$ cat src/rtl/puf_uart_pkg.sv
`default_nettype none
// ============================================================================
// Module      : puf_uart_pkg
// Description : Command/reply byte codes and sequencer state encoding shared
//               by the PUF UART controller files.
// Revision    : 1.0 - initial release
// ============================================================================
package puf_uart_pkg;

    localparam logic [7:0] CMD_PING = 8'h3F;
    localparam logic [7:0] CMD_CHAL = 8'hC1;
    localparam logic [7:0] RSP_PING = 8'hAB;
    localparam logic [7:0] RSP_HDR  = 8'hA5;
    localparam logic [7:0] RSP_ERR  = 8'hEE;

    typedef enum logic [2:0] {
        ST_IDLE    = 3'd0,
        ST_RX_CHAL = 3'd1,
        ST_PUF_RUN = 3'd2,
        ST_TX_LOAD = 3'd3,
        ST_TX_WAIT = 3'd4
    } state_t;

endpackage
`default_nettype wire

$ cat src/rtl/puf_uart_timeout.sv
`default_nettype none
// ============================================================================
// Module      : puf_uart_timeout
// Description : 16-bit idle counter with clear; strobes expire while the
//               count sits at the loaded limit and the counter is enabled.
// Revision    : 1.0 - initial release
// ============================================================================
module puf_uart_timeout (
    input  logic        clk,
    input  logic        rst,
    input  logic        i_clr,
    input  logic        i_en,
    input  logic [15:0] i_limit,
    output logic        o_expire
);

    logic [15:0] r_count;

    // Saturates at the limit so a late clear never sees a wrapped count
    always_ff @(posedge clk) begin
        if (rst || i_clr) begin
            r_count <= 16'd0;
        end else if (i_en && (r_count != i_limit)) begin
            r_count <= r_count + 16'd1;
        end
    end

    assign o_expire = i_en && !i_clr && (r_count == i_limit);

endmodule
`default_nettype wire

$ cat src/rtl/puf_uart_ctrl.sv
`default_nettype none
// ============================================================================
// Module      : puf_uart_ctrl
// Description : Host command sequencer: parses UART bytes, collects the
//               challenge, runs one PUF evaluation and streams the reply.
// Revision    : 1.0 - initial release
// ============================================================================
module puf_uart_ctrl
    import puf_uart_pkg::*;
#(
    parameter int CHAL_BYTES       = 4,
    parameter int RESP_BYTES       = 4,
    parameter int RX_TIMEOUT_CLKS  = 65535,
    parameter int PUF_TIMEOUT_CLKS = 65535
) (
    input  logic                    clk,
    input  logic                    rst,
    input  logic                    rx_dv,
    input  logic [7:0]              rx_byte,
    input  logic                    tx_done,
    input  logic                    tx_active,
    output logic                    tx_dv,
    output logic [7:0]              tx_byte,
    output logic                    puf_start,
    output logic [8*CHAL_BYTES-1:0] puf_challenge,
    input  logic                    puf_done,
    input  logic [8*RESP_BYTES-1:0] puf_response,
    output logic                    busy,
    output logic                    err
);

    localparam int c_chal_w      = 8 * CHAL_BYTES;
    localparam int c_frame_bytes = RESP_BYTES + 1;
    localparam int c_frame_w     = 8 * c_frame_bytes;
    localparam int c_cidx_w      = $clog2(CHAL_BYTES + 1);
    localparam int c_tidx_w      = $clog2(c_frame_bytes + 1);

    localparam logic [c_cidx_w-1:0] c_chal_last  = c_cidx_w'(CHAL_BYTES - 1);
    localparam logic [c_tidx_w-1:0] c_frame_last = c_tidx_w'(c_frame_bytes - 1);
    localparam logic [c_cidx_w-1:0] c_cidx_one   = c_cidx_w'(1);
    localparam logic [c_tidx_w-1:0] c_tidx_one   = c_tidx_w'(1);
    localparam logic [15:0]         c_rx_limit   = 16'(RX_TIMEOUT_CLKS);
    localparam logic [15:0]         c_puf_limit  = 16'(PUF_TIMEOUT_CLKS);
    localparam logic [c_frame_w-9:0] c_pad       = '0;

    state_t                r_state;
    logic [c_cidx_w-1:0]   r_chal_idx;
    logic [c_tidx_w-1:0]   r_tx_idx;
    logic [c_tidx_w-1:0]   r_tx_last;
    logic [c_frame_w-1:0]  r_tx_shift;

    logic w_rx_clr;
    logic w_rx_en;
    logic w_rx_expire;
    logic w_puf_clr;
    logic w_puf_en;
    logic w_puf_expire;

    assign w_rx_en   = (r_state == ST_RX_CHAL);
    assign w_rx_clr  = !w_rx_en || rx_dv;
    assign w_puf_en  = (r_state == ST_PUF_RUN);
    assign w_puf_clr = !w_puf_en;

    puf_uart_timeout u_rx_timeout (
        .clk      (clk),
        .rst      (rst),
        .i_clr    (w_rx_clr),
        .i_en     (w_rx_en),
        .i_limit  (c_rx_limit),
        .o_expire (w_rx_expire)
    );

    puf_uart_timeout u_puf_timeout (
        .clk      (clk),
        .rst      (rst),
        .i_clr    (w_puf_clr),
        .i_en     (w_puf_en),
        .i_limit  (c_puf_limit),
        .o_expire (w_puf_expire)
    );

    always_ff @(posedge clk) begin
        if (rst) begin
            r_state       <= ST_IDLE;
            r_chal_idx    <= '0;
            r_tx_idx      <= '0;
            r_tx_last     <= '0;
            r_tx_shift    <= '0;
            tx_dv         <= 1'b0;
            tx_byte       <= 8'h00;
            puf_start     <= 1'b0;
            puf_challenge <= '0;
            busy          <= 1'b0;
            err           <= 1'b0;
        end else begin
            tx_dv     <= 1'b0;
            puf_start <= 1'b0;
            case (r_state)
                ST_IDLE: begin
                    if (rx_dv) begin
                        busy <= 1'b1;
                        if (rx_byte == CMD_CHAL) begin
                            r_chal_idx <= '0;
                            r_state    <= ST_RX_CHAL;
                        end else begin
                            r_tx_idx  <= '0;
                            r_tx_last <= '0;
                            r_state   <= ST_TX_LOAD;
                            if (rx_byte == CMD_PING) begin
                                r_tx_shift <= {RSP_PING, c_pad};
                                err        <= 1'b0;
                            end else begin
                                r_tx_shift <= {RSP_ERR, c_pad};
                                err        <= 1'b1;
                            end
                        end
                    end
                end

                ST_RX_CHAL: begin
                    // A byte arriving on the expiry cycle still counts
                    if (rx_dv) begin
                        puf_challenge[c_chal_w-8-8*int'(r_chal_idx) +: 8] <= rx_byte;
                        if (r_chal_idx == c_chal_last) begin
                            r_chal_idx <= '0;
                            puf_start  <= 1'b1;
                            r_state    <= ST_PUF_RUN;
                        end else begin
                            r_chal_idx <= r_chal_idx + c_cidx_one;
                        end
                    end else if (w_rx_expire) begin
                        puf_challenge <= '0;
                        r_chal_idx    <= '0;
                        r_tx_shift    <= {RSP_ERR, c_pad};
                        r_tx_idx      <= '0;
                        r_tx_last     <= '0;
                        err           <= 1'b1;
                        r_state       <= ST_TX_LOAD;
                    end
                end

                ST_PUF_RUN: begin
                    // puf_done coincident with our own start strobe is stale
                    if (puf_done && !puf_start) begin
                        r_tx_shift <= {RSP_HDR, puf_response};
                        r_tx_idx   <= '0;
                        r_tx_last  <= c_frame_last;
                        r_state    <= ST_TX_LOAD;
                    end else if (w_puf_expire) begin
                        r_tx_shift <= {RSP_ERR, c_pad};
                        r_tx_idx   <= '0;
                        r_tx_last  <= '0;
                        err        <= 1'b1;
                        r_state    <= ST_TX_LOAD;
                    end
                end

                ST_TX_LOAD: begin
                    if (!tx_active) begin
                        tx_dv   <= 1'b1;
                        tx_byte <= r_tx_shift[c_frame_w-1 -: 8];
                        r_state <= ST_TX_WAIT;
                    end
                end

                ST_TX_WAIT: begin
                    if (tx_done) begin
                        if (r_tx_idx != r_tx_last) begin
                            r_tx_idx   <= r_tx_idx + c_tidx_one;
                            r_tx_shift <= r_tx_shift << 8;
                            r_state    <= ST_TX_LOAD;
                        end else begin
                            busy    <= 1'b0;
                            r_state <= ST_IDLE;
                        end
                    end
                end

                default: begin
                    busy    <= 1'b0;
                    r_state <= ST_IDLE;
                end
            endcase
        end
    end

endmodule
`default_nettype wire
$ cat config.mk
export PLATFORM = sky130hd
export DESIGN_NAME = puf_uart_ctrl
export DESIGN_NICKNAME = d
export VERILOG_FILES = /design/src/rtl/puf_uart_pkg.sv /design/src/rtl/puf_uart_timeout.sv /design/src/rtl/puf_uart_ctrl.sv
export SDC_FILE = /design/constraint.sdc
export NUM_CORES = 1
export LEC_CHECK = 0
export BUFFER_PORTS_ARGS = -buffer_cell sky130_fd_sc_hd__buf_2
export CAP_MARGIN = 5
export CORE_AREA = 2 2 122 148
export CTS_BUF_LIST = sky130_fd_sc_hd__clkbuf_2 sky130_fd_sc_hd__clkbuf_4 sky130_fd_sc_hd__clkbuf_8
export DETAILED_ROUTE_END_ITERATION = 8
export DIE_AREA = 0 0 124 150
export MAX_ROUTING_LAYER = met4
export PLACE_DENSITY = 0.6
export SETUP_SLACK_MARGIN = 0.5
export SYNTH_ARGS = -nofsm -noshare
export SYNTH_HDL_FRONTEND = slang
export SYNTH_SLANG_ARGS = --single-unit
$ cat constraint.sdc
create_clock -name clk -period 5.2 [get_ports clk]
set_input_delay 0.26 -clock clk [delete_from_list [all_inputs] [get_ports clk]]
set_output_delay 0.26 -clock clk [all_outputs]
set_load 0.01 [all_outputs]
==> results of run 1 <==
where the power goes:
group | leakage [µW] | switching, µW | internal, µW | total, µW
clock network | 0.000196 | 385 | 430 | 815
logic | 0.00118 | 384 | 200 | 584
registers | 0.00102 | 66.1 | 1060 | 1120
total | 0.00240 | 835 | 1690 | 2520
kinds of logic (layout without fill, tap and decap cells):
group                    Yosys count  in the layout  synth area share
adder cells (fa/ha/maj)           10             10            0.0206
AO/OA/AOI/OAI                    232            232             0.256
XOR/XNOR                          27             27            0.0390
flip-flops                       126            126             0.416
AND/OR/NAND/NOR                  234            234             0.215
multiplexers                       2              2           0.00330
buffers and inverters             74            144            0.0499
cells in the final DEF (no fill, tap or decap), types with 7 or more instances in the layout:
master	instances
nor4_1	9
nor2_1	40
a211oi_2	10
clkbuf_8	20
buf_2	89
a31oi_1	34
nor4b_1	7
a32oi_1	25
a21oi_1	62
nor3_1	18
ha_1	10
dfxtp_1	126
buf_4	11
xnor2_1	25
nand4_1	21
nand4b_1	9
inv_1	13
o31ai_1	8
o21ai_0	46
nand2_1	48
nand3_1	38
a211oi_1	18
flip-flops by register name, indices dropped and copies added (netlist names):
| register | flops |
|---|---|
| r_tx_shift | 40 |
| puf_challenge | 32 |
| u_puf_timeout.r_count | 16 |
| u_rx_timeout.r_count | 16 |
| tx_byte | 8 |
| r_chal_idx | 3 |
| r_state | 3 |
| r_tx_idx | 3 |
| busy | 1 |
| err | 1 |
| puf_start | 1 |
| r_tx_last | 1 |
| tx_dv | 1 |
through the flow:
| stage | std cells | total power (µW) |
|---|---|---|
| 6_report | 995 | 2520 |
| 5_1_grt | 995 | 2650 |
| 4_1_cts | 995 | 2540 |
| 3_5_place_dp | 964 | 1720 |
| 3_3_place_gp | 964 | 1720 |
| 2_1_floorplan | 705 | 1570 |
area by class of cell:
type / instances / area [µm²] / share of cell area
Multi-Input combinational cell: 505 / 3270 / 0.466
Sequential cell: 126 / 2520 / 0.360
Timing Repair Buffer: 100 / 528 / 0.0753
Clock buffer: 24 / 305 / 0.0436
Tap cell: 220 / 275 / 0.0393
Clock inverter: 7 / 62.6 / 0.00893
Inverter: 13 / 48.8 / 0.00696
metal layers:
metal | share of wire | up-vias | GRT usage
li1 | - | 2776 | -
met1 | 0.47 | 2677 | 0.255
met2 | 0.47 | 147 | 0.289
met3 | 0.045 | 27 | 0.0427
met4 | 0.019 | 0 | 0.0674
met5 | 0 | - | -
critical path: stages, from the launching register on:
cell and delay (ns):
dfxtp_1 0.72, inv_1 0.23, nand2_1 0.10, buf_4 0.37, o22ai_1 0.17, buf_4 0.22
nor3_4 0.80, buf_4 0.30, a211oi_1 0.08
worst max-delay path by stage:
stage             startpoint                end  slack (ns)  cells past startpoint
2_1_floorplan  r_chal_idx[0]  puf_challenge[31]        3.07                      9
3_3_place_gp      r_state[1]     r_tx_shift[13]        2.11                      8
3_5_place_dp      r_state[1]     r_tx_shift[18]        2.05                      8
4_1_cts           r_state[1]     r_tx_shift[18]        2.03                      8
5_1_grt           r_state[1]     r_tx_shift[18]        1.71                      8
6_report          r_state[1]     r_tx_shift[16]        2.04                      8
==> qor.csv, run 1 <==
metric,value,unit
Post-synth EDFFs,0,
Final Setup Violations,0,
min-delay src,puf_response[6],
CTS tree,built,
Routed Antenna Nets,0,
Sink Count,126,
most frequent cell after synthesis,dfxtp_1,
cts bufs inserted,17,
htree depth,4,
dominant cells by area after synthesis,"dfxtp_1, a21oi_1, o21ai_0, a32oi_1, xnor2_1",
Crit path arrival time,3.47,ns
Avg WL per Cell,16.9,µm
pwr/cell area,360,nW/µm²
drt first pass iters,4,
CTS Root Cell,clkbuf_8,
Die W,124,µm
initial antenna violation count,0,
CTS resizes,0,
Worst VDD drop,0.143,mV
DR vias/cell,5.66,
vias in the first global route,5390,
#FFs+latches synth,126,
num ports,90,
final wirelength,16.8,mm
via count,5627,
R2R Path End,r_tx_shift[16],
CP endpoint kind,flip-flop,
Site Rows,53,
"critical path fanouts, max",44,
synth warn,0,
area of the die,18600,µm²
Max Root-Sink Buffers,2,
Yosys top cell area share,0.416,
Post-synth top cells,"dfxtp_1, a21oi_1, nand2_1",
synthesized cell area,6070,µm²
Worst Slack Setup Final,2.04,ns
"setup slack, reg-to-reg",2.04,ns
final hold slack,0.0527,ns
min cycle time layout,3.16,ns
Max Clock Freq,0.316,GHz
"Net Count, Synth",761,
critical path required time,5.51,ns
status,"complete, no violations",
"Distinct cells, synth",65,
final instance area,7010,µm²
gpl congestion,0.825,
detailed placement HPWL,10.8,mm
Initial Util,0.352,
RR Startpoint,r_state[1],
n_diodes,0,
part of the Yosys area used for sequential elements,0.416,
Clock transition at path regs,0.08,ns
Mapped Cells,705,
share of flip-flops with an asynchronous set or reset,0,
largest net degree at the start of global routing,54,
"Avg Cell Area, Syn",8.61,µm²
pins over their slew limit,0,
RSZ-0062 raised after global routing,no,
DRC,0,
area added between synthesis and finish,15.5,%
Core ar.,17200,µm²
slew margin rel.,0.111,
Leakage Power,0.00240,µW
max-cap viol count,0,
DP Area,6640,µm²
gr usage total,0.193,
HP Class,input pin to flip-flop,
quantity of hold-fixing buffers added after cts,0,
Iteration-0 DRC Markers,414,
layout cells sized above 1,0.209,
final period utilization,0.608,
"Top FF cell, synth",dfxtp_1,
length in cells of the worst reg-to-reg path,8,
clk_lat worst skew,0.45,ns
Setup Slack @ Placement,2.05,ns
worst min-delay path endpoint,r_tx_shift[6],
WHS Path Cells,3,
IO buf count,89,
Util after Layout,0.407,
CP Launch Type,flip-flop,
Setup TNS Final,0,ns
crit path kind,flip-flop to flip-flop,
first-pass GRT wire length,27.6,mm
Nets,819,
Worst Tran Pin Value,1.33,ns
Post CTS Setup Buffer Count,0,
GRT Residual Overflow,0,
Die Y,150,µm
final hold violations,0,
Filler Cell Count,1807,
"area leader, netlist",dfxtp_1,
Setup Skew,0.0128,ns
Note: power is estimated with default switching activity, not from simulation.
==> run 2, diff against run 1 <==
Clock period 5.2 ns to 3.2 ns, I/O delays scaled along.
==> qor.csv, run 2 (synthesized netlist as in run 1, its figures left out) <==
metric,value,unit,change
quantity of hold-fixing buffers added after cts,9,,was 0
Core ar.,17200,µm²,unchanged
CTS Root Cell,clkbuf_8,,unchanged
length in cells of the worst reg-to-reg path,6,,was 8
gpl congestion,0.833,,was 0.825
switching fraction of total power,0.309,,was 0.331
pwr/cell area,615,nW/µm²,was 360 nW/µm²
gr usage total,0.192,,was 0.193
area added between synthesis and finish,20.3,%,was 15.5%
Clock power frac,0.372,,was 0.323
layout cells sized above 1,0.219,,was 0.209
final hold violations,0,,unchanged
Max Clock Freq,0.403,GHz,was 0.316 GHz
Clock transition at path regs,0.07,ns,was 0.08 ns
Worst Path Buf+Inv,2,,was 4
first-pass GRT wire length,27.5,mm,was 27.6 mm
GRT Residual Overflow,0,,unchanged
critical path cell sequence,"inv_1, a31oi_1, a31oi_1, nor3_4, buf_4, o221a_2",,"was inv_1, nand2_1, buf_4, o22ai_1, buf_4, nor3_4, buf_4, a211oi_1"
Filler Cell Count,1769,,was 1807
Setup TNS Final,0,ns,unchanged
pins over their slew limit,0,,unchanged
status,"complete, no violations",,unchanged
M2 GR Usage,0.297,,was 0.289
"critical path fanouts, max",28,,was 44
most frequent cells in the layout,"dfxtp_1, buf_2, a21oi_1",,unchanged
fin cells,1017,,was 995
cts bufs inserted,17,,unchanged
critical path startpoint,r_state[1],,unchanged
Leakage Power,0.00254,µW,was 0.00240 µW
crit path to,r_tx_shift[39],,was r_tx_shift[16]
CP endpoint kind,flip-flop,,unchanged
critical path required time,3.60,ns,was 5.51 ns
detailed placement HPWL,11.2,mm,was 10.8 mm
register area,2520,µm²,unchanged
Die Y,150,µm,unchanged
htree depth,4,,unchanged
critical path depth,6,,was 8
Post CTS Setup Buffer Count,0,,unchanged
Initial Util,0.352,,unchanged
initial antenna violation count,1,,was 0
drt first pass iters,5,,was 4
Worst VDD drop,0.313,mV,was 0.143 mV
via count,5746,,was 5627
clk_lat worst skew,0.45,ns,about the same
Multi-input gate area,3270,µm²,unchanged
DR vias/cell,5.65,,was 5.66
R2R Path End,r_tx_shift[39],,was r_tx_shift[16]
Nets,839,,was 819
largest stage delay on the critical path,0.74,ns,was 0.80 ns
Largest register FFs,40,,unchanged
final period utilization,0.776,,was 0.608
crit path kind,flip-flop to flip-flop,,unchanged
CTS resizes,0,,unchanged
max-cap viol count,0,,unchanged
Crit path arrival time,2.88,ns,was 3.47 ns
"setup slack, reg-to-reg",0.72,ns,was 2.04 ns
Die W,124,µm,unchanged
vias in the first global route,5424,,was 5390
num ports,90,,unchanged
RR Startpoint,r_state[1],,unchanged
Comb pwr share,0.220,,was 0.232
HP Class,input pin to flip-flop,,unchanged
met3 usage,0.0419,,was 0.0427
CP Launch Type,flip-flop,,unchanged
Sink Count,126,,unchanged
Avg WL per Cell,16.7,µm,was 16.9 µm
Max Root-Sink Buffers,2,,unchanged
area of the die,18600,µm²,unchanged
Site Rows,53,,unchanged
dpl cells,975,,was 964
Iteration-0 DRC Markers,381,,was 414
final wirelength,17.0,mm,was 16.8 mm
Net Sw Power,1390,µW,was 835 µW
Seq pwr share,0.407,,was 0.445
slowest CP cell,dfxtp_1,,was nor3_4
Worst Tran Pin Value,0.852,ns,was 1.33 ns
RSZ-0062 raised after global routing,no,,unchanged
"most used cell, CP",a31oi_1,,was buf_4
IO buf count,89,,unchanged
top flop regs,"r_tx_shift x40, puf_challenge x32",,unchanged
Int Pwr,3100,µW,was 1690 µW
Routed Antenna Nets,0,,unchanged
slew margin rel.,0.429,,was 0.111
"Most Used Layer, Global Route",met2,,unchanged
Top reg by flops,r_tx_shift,,unchanged
met1 Resource Use GR,0.251,,was 0.255
CTS tree,built,,unchanged
Setup Skew,0.0148,ns,was 0.0128 ns
"most common cell after layout, fill and taps aside",dfxtp_1,,unchanged
"delay-heaviest family, CP",compound AO/OA/AOI/OAI gates,,was buffers and inverters
min cycle time layout,2.48,ns,was 3.16 ns
DRC,0,,unchanged
Final Setup Violations,0,,unchanged
largest net degree at the start of global routing,56,,was 54
[run 2: cell types whose count changed in the layout (fill, tap and decap cells not counted), sizes merged]
cell and delta:
buf +11, bufinv +4, clkbuf -1, clkinv -2
diode +1, dlygate4sd3 +9
[run 2: power by group through the flow]
| stage | Combinational [µW] | Clock (µW) | Sequential, µW |
|---|---|---|---|
| floorplan | 739 | 0 | 1820 |
| CTS | 983 | 1710 | 1830 |
| global placement | 963 | 0 | 1860 |
| detailed placement | 970 | 0 | 1860 |
| global route | 1080 | 1780 | 1850 |
| finish | 991 | 1670 | 1830 |
[run 2: worst min-delay path by stage]
| stage | startpoint | end | slack (ns) | depth (start not counted) |
|---|---|---|---|---|
| 6_report | rx_byte[3] | puf_challenge[3] | 0.04 | 3 |
| 3_3_place_gp | puf_response[2] | r_tx_shift[2] | 0.42 | 3 |
| 3_5_place_dp | puf_response[2] | r_tx_shift[2] | 0.42 | 3 |
| 5_1_grt | rx_byte[3] | puf_challenge[19] | 0.01 | 3 |
| 2_1_floorplan | rx_byte[0] | puf_challenge[0] | 0.31 | 2 |
| 4_1_cts | rx_byte[3] | puf_challenge[19] | 0.004 | 3 |
[run 2: layout make-up]
cell class                      count  area share
Multi-Input combinational cell    505       0.447
Sequential cell                   126       0.346
Timing Repair Buffer              120      0.0960
Clock buffer                       23      0.0416
Tap cell                          220      0.0377
Clock inverter                      9      0.0247
Inverter                           13     0.00668
Antenna cell                        1    0.000343
[run 2: worst register-to-register path, stage by stage, from the launching register on]
cell and delay, ns:
dfxtp_1 0.74, inv_1 0.25, a31oi_1 0.42, a31oi_1 0.22, nor3_4 0.19, buf_4 0.37, o221a_2 0.25
[run 2: layer usage]
metal / wire [µm] / vias up / share of wire
met4: 153 / 0 / 0.0090
li1: - / 2826 / -
met5: 0 / - / 0
met2: 8020 / 167 / 0.47
met1: 7960 / 2738 / 0.47
met3: 874 / 15 / 0.051
[run 2: stage by stage]
step / util / power (µW) / instance area, µm² / hold WS (ns) / setup WS [ns]
4_1_cts: 0.423 / 4520 / 7300 / 0.00407 / 0.744
3_3_place_gp: 0.390 / 2830 / 6720 / 0.424 / 0.815
6_report: 0.423 / 4490 / 7300 / 0.0362 / 0.716
5_1_grt: 0.423 / 4710 / 7300 / 0.0124 / 0.513
2_1_floorplan: - / 2550 / 6070 / 0.312 / 1.07
3_5_place_dp: 0.390 / 2830 / 6720 / 0.421 / 0.747
